### config.mk
export PLATFORM = sky130hd
export DESIGN_NAME = i2c_apb_cmd_sequencer
export DESIGN_NICKNAME = d
export VERILOG_FILES = /design/src/rtl/i2c_apb_cmd_sequencer.sv
export SDC_FILE = /design/constraint.sdc
export NUM_CORES = 1
export LEC_CHECK = 0
export ABC_CLOCK_PERIOD_IN_PS = 3020
export CORE_UTILIZATION = 35
export DETAILED_ROUTE_END_ITERATION = 16
export GPL_ROUTABILITY_DRIVEN = 0
export PLACE_DENSITY = 0.68
export REMOVE_ABC_BUFFERS = 1
export SYNTH_ARGS = -nofsm -noshare
export SYNTH_HDL_FRONTEND = slang
export SYNTH_SLANG_ARGS = --single-unit
### constraint.sdc
create_clock -name pclk -period 3.02 [get_ports pclk]
set_input_delay 0.302 -clock pclk [delete_from_list [all_inputs] [get_ports pclk]]
set_output_delay 0.302 -clock pclk [all_outputs]
set_load 0.05 [all_outputs]
### src/rtl/i2c_apb_cmd_sequencer.sv
// Round-robin APB master that shares the I2C controller register port between NREQ command sources.
// Zero-wait transfer takes 4 cycles (IDLE, SETUP, ACCESS, RESP). Requesters hold req_valid until their req_ready pulse.
// Wait states stretch ACCESS, and a pready timeout forces an error response.
module i2c_apb_cmd_sequencer #(
    parameter int NREQ    = 2,
    parameter int AW      = 8,
    parameter int DW      = 8,
    parameter int TIMEOUT = 255
) (
    input  logic               pclk,
    input  logic               presetn,
    input  logic [NREQ-1:0]    req_valid,
    input  logic [NREQ-1:0]    req_write,
    input  logic [NREQ*AW-1:0] req_addr,
    input  logic [NREQ*DW-1:0] req_wdata,
    output logic [NREQ-1:0]    req_ready,
    output logic [NREQ-1:0]    rsp_valid,
    output logic [DW-1:0]      rsp_rdata,
    output logic               rsp_err,
    output logic               busy,
    output logic               psel,
    output logic               penable,
    output logic               pwrite,
    output logic [AW-1:0]      paddr,
    output logic [DW-1:0]      pwdata,
    input  logic               pready,
    input  logic [DW-1:0]      prdata,
    input  logic               pslverr
);

    localparam int RW = $clog2(NREQ);
    localparam int CW = $clog2(TIMEOUT + 1);

    typedef enum logic [1:0] {
        IDLE   = 2'd0,
        SETUP  = 2'd1,
        ACCESS = 2'd2,
        RESP   = 2'd3
    } state_t;

    typedef struct packed {
        logic          wr;
        logic [AW-1:0] addr;
        logic [DW-1:0] wdata;
    } cmd_t;

    state_t          state_q, state_d;
    logic [RW-1:0]   rr_q, rr_d;
    logic [RW-1:0]   gnt_q, gnt_d;
    cmd_t            cmd_q, cmd_d;
    logic [CW-1:0]   cnt_q, cnt_d;
    logic [NREQ-1:0] req_ready_q, req_ready_d;
    logic [NREQ-1:0] rsp_valid_q, rsp_valid_d;
    logic [DW-1:0]   rsp_rdata_q, rsp_rdata_d;
    logic            rsp_err_q, rsp_err_d;
    logic            busy_q, busy_d;
    logic            psel_q, psel_d;
    logic            penable_q, penable_d;
    logic            pwrite_q, pwrite_d;
    logic [AW-1:0]   paddr_q, paddr_d;
    logic [DW-1:0]   pwdata_q, pwdata_d;

    logic [RW-1:0]   arb_idx;
    logic            arb_hit;
    int              cand;
    cmd_t            arb_cmd;

    // Search upward from the pointer, wrapping; first pending requester wins.
    always_comb begin
        arb_idx = '0;
        arb_hit = 1'b0;
        cand    = 0;
        for (int k = 0; k < NREQ; k++) begin
            cand = int'(rr_q) + k;
            if (cand >= NREQ) begin
                cand = cand - NREQ;
            end
            if (!arb_hit && req_valid[cand]) begin
                arb_hit = 1'b1;
                arb_idx = RW'(cand);
            end
        end
        arb_cmd.wr    = req_write[arb_idx];
        arb_cmd.addr  = req_addr[arb_idx*AW +: AW];
        arb_cmd.wdata = req_wdata[arb_idx*DW +: DW];
    end

    always_comb begin
        state_d     = state_q;
        rr_d        = rr_q;
        gnt_d       = gnt_q;
        cmd_d       = cmd_q;
        cnt_d       = cnt_q;
        req_ready_d = '0;
        rsp_valid_d = '0;
        rsp_rdata_d = rsp_rdata_q;
        rsp_err_d   = rsp_err_q;
        psel_d      = 1'b0;
        penable_d   = 1'b0;
        pwrite_d    = 1'b0;
        paddr_d     = '0;
        pwdata_d    = '0;

        case (state_q)
            IDLE: begin
                if (arb_hit) begin
                    gnt_d                = arb_idx;
                    cmd_d                = arb_cmd;
                    rr_d                 = (arb_idx == RW'(NREQ - 1)) ? '0 : arb_idx + RW'(1);
                    req_ready_d[arb_idx] = 1'b1;
                    psel_d               = 1'b1;
                    pwrite_d             = arb_cmd.wr;
                    paddr_d              = arb_cmd.addr;
                    pwdata_d             = arb_cmd.wdata;
                    state_d              = SETUP;
                end
            end
            SETUP: begin
                psel_d    = 1'b1;
                penable_d = 1'b1;
                pwrite_d  = cmd_q.wr;
                paddr_d   = cmd_q.addr;
                pwdata_d  = cmd_q.wdata;
                state_d   = ACCESS;
            end
            ACCESS: begin
                // A late pready on the final allowed cycle still completes normally.
                if (pready) begin
                    rsp_rdata_d        = cmd_q.wr ? '0 : prdata;
                    rsp_err_d          = pslverr;
                    rsp_valid_d[gnt_q] = 1'b1;
                    state_d            = RESP;
                end else if (cnt_q == CW'(TIMEOUT - 1)) begin
                    rsp_rdata_d        = '0;
                    rsp_err_d          = 1'b1;
                    rsp_valid_d[gnt_q] = 1'b1;
                    state_d            = RESP;
                end else begin
                    cnt_d     = cnt_q + CW'(1);
                    psel_d    = 1'b1;
                    penable_d = 1'b1;
                    pwrite_d  = cmd_q.wr;
                    paddr_d   = cmd_q.addr;
                    pwdata_d  = cmd_q.wdata;
                end
            end
            RESP: begin
                cnt_d   = '0;
                state_d = IDLE;
            end
            default: begin
                state_d = IDLE;
            end
        endcase

        busy_d = (state_d != IDLE);
    end

    always_ff @(posedge pclk) begin
        if (!presetn) begin
            state_q     <= IDLE;
            rr_q        <= '0;
            gnt_q       <= '0;
            cmd_q       <= '0;
            cnt_q       <= '0;
            req_ready_q <= '0;
            rsp_valid_q <= '0;
            rsp_rdata_q <= '0;
            rsp_err_q   <= 1'b0;
            busy_q      <= 1'b0;
            psel_q      <= 1'b0;
            penable_q   <= 1'b0;
            pwrite_q    <= 1'b0;
            paddr_q     <= '0;
            pwdata_q    <= '0;
        end else begin
            state_q     <= state_d;
            rr_q        <= rr_d;
            gnt_q       <= gnt_d;
            cmd_q       <= cmd_d;
            cnt_q       <= cnt_d;
            req_ready_q <= req_ready_d;
            rsp_valid_q <= rsp_valid_d;
            rsp_rdata_q <= rsp_rdata_d;
            rsp_err_q   <= rsp_err_d;
            busy_q      <= busy_d;
            psel_q      <= psel_d;
            penable_q   <= penable_d;
            pwrite_q    <= pwrite_d;
            paddr_q     <= paddr_d;
            pwdata_q    <= pwdata_d;
        end
    end

    assign req_ready = req_ready_q;
    assign rsp_valid = rsp_valid_q;
    assign rsp_rdata = rsp_rdata_q;
    assign rsp_err   = rsp_err_q;
    assign busy      = busy_q;
    assign psel      = psel_q;
    assign penable   = penable_q;
    assign pwrite    = pwrite_q;
    assign paddr     = paddr_q;
    assign pwdata    = pwdata_q;

endmodule
==> results of run 1 <==
-- cells by family after synthesis --
| family | synth area share, % |
|---|---|
| AO/OA/AOI/OAI | 24.44 |
| AND/OR/NAND/NOR | 16.78 |
| flip-flops | 51.37 |
| buffers and inverters | 3.780 |
| adder cells (fa/ha/maj) | 3.625 |
-- state kept, by name (all words and copies together) (netlist names) --
register and flops:
cmd_q 17, cnt_q 8, paddr 8, pwdata 8
rsp_rdata 8, req_ready 2, rsp_valid 2, state_q 2
busy 1, gnt_q 1, penable 1, psel 1
pwrite 1, rr_q 1, rsp_err 1
-- metrics by stage --
| stage | utilization [%] | setup slack [ns] | cells |
|---|---|---|---|
| after detailed placement | 50.13 | 0.8595 | 406 |
| final | 52.69 | 0.9163 | 422 |
| after CTS | 52.69 | 0.9188 | 422 |
| after global routing | 52.69 | 0.7248 | 422 |
| after global placement | 50.13 | 0.9054 | 406 |
| after floorplan | - | 1.299 | 248 |
-- worst max-delay path, cell delays in order, from the launching register on --
cell	delay, ns
dfxtp_1	0.37
inv_1	0.10
ha_1	0.27
nand4_1	0.14
o21ai_2	0.48
o21ai_0	0.37
o21ba_1	0.32
-- synth_stat cells, drive strengths merged --
library cell   n  area (sq um)
a211oi         1         20.02
a21boi         3         22.52
a21oi         42         214.0
a22o           8         70.07
a22oi         14         105.1
a41o           1         11.26
and2           5         32.53
and2b          1         7.510
and3           4         25.02
and4           1         11.26
and4b          1         13.76
buf            8         45.04
clkbuf         5         20.01
dfxtp         62          1241
ha             7         87.58
inv            7         26.28
nand2         44         165.2
nand2b         2         12.51
nand3          2         10.01
nand4          4         25.02
nor2          10         40.04
nor3b          1         12.51
nor4           1         6.260
o21a           1         7.510
o21ai          9         52.55
o21ba          1         10.01
o221a          1         11.26
o22ai          2         12.51
o31a           1         8.760
o31ai          6         45.04
or3            1         6.260
or4            5         37.54
-- power breakdown --
group          internal [mW]  leakage [nW]  switching (mW)  total, mW
clock                  0.294        0.0820           0.310      0.604
combinational          0.340         0.654           0.651      0.990
sequential             0.965         0.507          0.0733       1.04
-- path summary, 6_finish.rpt --
check | cells past startpoint | startpoint | endpoint
setup / recovery | 6 | state_q[0]$_SDFF_PN0_ | cnt_q[5]$_SDFFE_PN0P_
hold / removal | 2 | cmd_q[14]$_SDFFE_PN0P_ | cmd_q[14]$_SDFFE_PN0P_
setup reg to reg | 6 | state_q[0]$_SDFF_PN0_ | cnt_q[5]$_SDFFE_PN0P_
hold reg to reg | 2 | cmd_q[14]$_SDFFE_PN0P_ | cmd_q[14]$_SDFFE_PN0P_
-- per-layer routing --
layer | part of all wire, % | wire length, um | track usage [%]
met2 | 46 | 2672 | 26.69
met3 | 5.9 | 339 | 5.058
met4 | 1.2 | 70 | 8.320
met1 | 46 | 2677 | 21.00
met5 | 0 | 0 | 0
-- layout by cell type (no fill, tap or decap), types with 2 or more instances in the layout --
master,count
a21boi_0,3
a21oi_1,41
a22o_1,8
a22oi_1,14
and2_1,4
and3_1,4
clkbuf_8,9
clkdlybuf4s50_1,80
clkinv_2,3
clkinvlp_4,2
dfxtp_1,62
ha_1,7
inv_1,7
nand2_1,44
nand2b_1,2
nand3_1,2
nand4_1,4
nor2_1,9
o21ai_0,7
o21ai_2,2
o22ai_1,2
o31ai_1,6
or4_1,5
-- cell type report --
| type | instances | share of cell area (%) |
|---|---|---|
| clock inverter | 6 | 1.133 |
| timing repair buffer | 81 | 23.62 |
| sequential | 62 | 36.27 |
| inverter | 7 | 0.7678 |
| clock buffer | 10 | 3.729 |
| multi-input combinational | 179 | 31.66 |
| tap | 77 | 2.815 |
==> flow_summary.ini, run 1 <==
[sta]
finalMaxSlewViolations = 0
max_freq_mhz = 475.3
setup_viol = 0
slew_headroom_pct = 44.37
fin_worst_skew_ns = 0.008036
rsz0062_at_grt = no
fin_crit_sh_pct = 69.66
hold_slack_ns = 0.4556
min_period_ns = 2.104
worst_pin_slew_ns = 0.8344
fin_setup_tns_ns = 0
hold_viol = 0

[routing]
routed_via_density = 5.073
ant_nets = 0
drc_errors = 0
vias = 2141
drtIter0Drc = 68
wl_per_cell_um = 13.65
routed_wl_um = 5759
drt_pass1_iterations = 4

[global_route]
grt_pass1_vias = 2061
antenna_found_initial = 0
grt_overflow = 0
grt_usage_pct = 16.89
grt_pass1_wl_um = 9480
grt_max_degree = 20

[final_layout]
stdcell_area_sq_um = 3422
diodes = 0
syn_to_final_growth_pct = 41.64
seqCellArea_sq_um = 1241
fin_nets = 395
final.fill_count = 615
multi_input_comb_area_sq_um = 1084
drive_gt1_share_pct = 7.826

[power]
ir_drop_mv = 0.3614
power_leakage_nw = 1.243
power_density_nw_per_um2 = 769.4
p_total_mw = 2.633

[critical_path]
cp_max_fo = 16
start_kind = flip-flop
cp.arrival_ns = 2.37
timing_worst_setup_path_type = flip-flop to flip-flop
cp.required_ns = 3.29
setup.worst_path.end_class = flip-flop
r2r_setup_slack_ns = 0.92

[cts]
cts_tree = done
root_buffer = clkbuf_8
htree_levels = 3
clock_sinks = 62
ctsHoldBuffers = 0
cts_buffer_depth = 2
clkTransAtPathRegs_ns = 0.07
cts_resized = 0
clk_latency_ns = 0.32
cts_setup_buffers = 0
numCtsBuffers = 9

[outcome]
status = finished clean

[die]
start_util_pct = 37.20
row_count = 29
dieWidth_um = 85.09
fp.dieH_um = 85.09
ios = 81
dieArea_sq_um = 7239
design.core.area_sq_um = 6495

[hold_path]
min_path_type = flip-flop to flip-flop

[synthesis]
synth_cells = 261
seq_area_frac_synth_pct = 51.37
ys_ff_latch = 62
mappedNetlistArea_sq_um = 2416
synth.avg_cell_area_sq_um = 9.257
ys_warn_count = 0
synth_cell_type_count = 39

[place]
dp_hpwl_um = 3924
dpl_cell_area_sq_um = 3256
portBuffers = 80

[run]
maxCapViolations = 0
Note: power is estimated with default switching activity, not from simulation.
==> inputs of run 2 (changes only) <==
- ABC_CLOCK_PERIOD_IN_PS: 3020 -> 1800
- PLACE_DENSITY: 0.68 -> 0.7
- clock period: 3.02 -> 1.8 ns (I/O delays scaled with it)
==> flow_summary.ini, run 2 (same netlist as run 1, synthesis figures left out) <==
[outcome]
status = finished clean

[global_route]
grt_usage_pct = 17.95
grt_pass1_vias = 2275
grt_max_degree = 20
grt_overflow = 0
grt_pass1_wl_um = 10150
antenna_found_initial = 0

[die]
dieWidth_um = 85.09
design.core.area_sq_um = 6495
fp.dieH_um = 85.09
dieArea_sq_um = 7239
ios = 81
row_count = 29
start_util_pct = 37.20

[final_layout]
diodes = 0
syn_to_final_growth_pct = 50.03
final_common_cell = clkdlybuf4s50_1
fin_nets = 415
drive_gt1_share_pct = 13.15
largest_reg_flops = 17
stdcell_area_sq_um = 3625
final_cell_mix = 80 x clkdlybuf4s50_1, 62 x dfxtp_1, 44 x nand2_1, 41 x a21oi_1, 20 x buf_4
largest-register = cmd_q

[sta]
fin_crit_sh_pct = 92.61
setup_slack_ns = 0.1331
hold_viol = 0
slew_headroom_pct = 65.92
setup_viol = 0
rsz0062_at_grt = yes
worst_pin_slew_ns = 0.5097
max_freq_mhz = 599.9
min_period_ns = 1.667
finalMaxSlewViolations = 0
fin_worst_skew_ns = 0.01430

[cts]
clk_latency_ns = 0.35
cts_tree = done
cts_resized = 1
root_buffer = clkbuf_8
ctsHoldBuffers = 0
clkTransAtPathRegs_ns = 0.08
htree_levels = 3
cts_buffer_depth = 2
clock_sinks = 62
cts_setup_buffers = 0
numCtsBuffers = 9

[power]
power_frac_seq_pct = 35.9
swShare_pct = 38.09
p_total_mw = 4.819
switchingPower_mw = 1.835
ir_drop_mv = 0.6800
clockPowerShare_pct = 24.8
power_leakage_nw = 1.355
power_density_nw_per_um2 = 1329
internal_power_mw = 2.983
p_comb_share_pct = 39.4

[place]
dp_slack_ns = -0.1076
dp_hpwl_um = 4268
dpl_cell_area_sq_um = 3418
portBuffers = 80

[critical_path]
cp_cell_sequence = clkdlybuf4s50_1
setup.worst_path.end_class = output pin
path_depth = 1
start_kind = flip-flop
r2r-end = cnt_q[4]$_SDFFE_PN0P_
cp.buffers_inverters = 1
r2r_setup_slack_ns = 0.16
crit_end = paddr[4]
cp.arrival_ns = 1.49
timing_worst_setup_path_type = flip-flop to output pin
timing.rr.start = state_q[1]$_SDFF_PN0_
critPathTopFamily = buffers and inverters
crit_slowest_cell = clkdlybuf4s50_1
slowest_delay_ns = 0.81
cp.required_ns = 1.62
cp_max_fo = 1
r2r_cells = 6
crit_start = paddr[4]$_SDFF_PN0_

[routing]
routed_wl_um = 6106
routed_via_density = 5.229
drtIter0Drc = 88
drc_errors = 0
wl_per_cell_um = 13.81
drt_pass1_iterations = 4
vias = 2311
ant_nets = 0

[run]
maxCapViolations = 0

[hold_path]
min_from = prdata[0]
min_path_type = primary input to flip-flop
## run 2: how the worst min path moves through the flow
| stage | endpoint | slack [ns] | cells after the start |
|---|---|---|---|
| floorplan | state_q[0]$_SDFF_PN0_ | 0.29 | 2 |
| finish | rsp_rdata[0]$_SDFFE_PN0P_ | 0.44 | 2 |
| global route | rsp_rdata[2]$_SDFFE_PN0P_ | 0.45 | 2 |
| detailed placement | rsp_valid[1]$_SDFF_PN0_ | 0.44 | 2 |
| CTS | rsp_rdata[0]$_SDFFE_PN0P_ | 0.43 | 2 |
| global placement | rsp_valid[0]$_SDFF_PN0_ | 0.44 | 1 |
## run 2: cell type report
| class | instances | area (sq um) |
|---|---|---|
| Clock inverter | 6 | 62.56 |
| Multi-Input combinational cell | 179 | 1100 |
| Timing Repair Buffer | 101 | 970.9 |
| Fill cell | 594 | 2870 |
| Clock buffer | 10 | 127.6 |
| Sequential cell | 62 | 1241 |
| Tap cell | 77 | 96.34 |
| Inverter | 7 | 26.28 |
## run 2: power groups by stage
| stage | logic, mW | registers, mW | clock network, mW |
|---|---|---|---|
| floorplan | 0.649 | 2.20 | 0 |
| global placement | 1.85 | 1.75 | 0 |
| detailed placement | 1.88 | 1.76 | 0 |
| CTS | 1.89 | 1.73 | 1.22 |
| global route | 2.04 | 1.76 | 1.27 |
| finish | 1.90 | 1.73 | 1.19 |
## run 2: metrics by stage
stage | util [%] | TNS, ns | std cells | hold WS (ns)
after floorplan | - | 0 | 248 | 0.2886
after global placement | 52.63 | -0.9994 | 426 | 0.4379
after detailed placement | 52.63 | -2.202 | 426 | 0.4427
after CTS | 55.67 | 0 | 442 | 0.4291
after global routing | 55.81 | -0.01370 | 442 | 0.4468
final | 55.81 | 0 | 442 | 0.4405
## run 2: layer usage
| metal | share of wire, % | wire length (um) | GRT usage (%) |
|---|---|---|---|
| met5 | 0 | 0 | 0 |
| met4 | 2.4 | 149 | 10.17 |
| met3 | 6.0 | 365 | 3.891 |
| met2 | 46 | 2780 | 28.37 |
| met1 | 46 | 2810 | 22.74 |
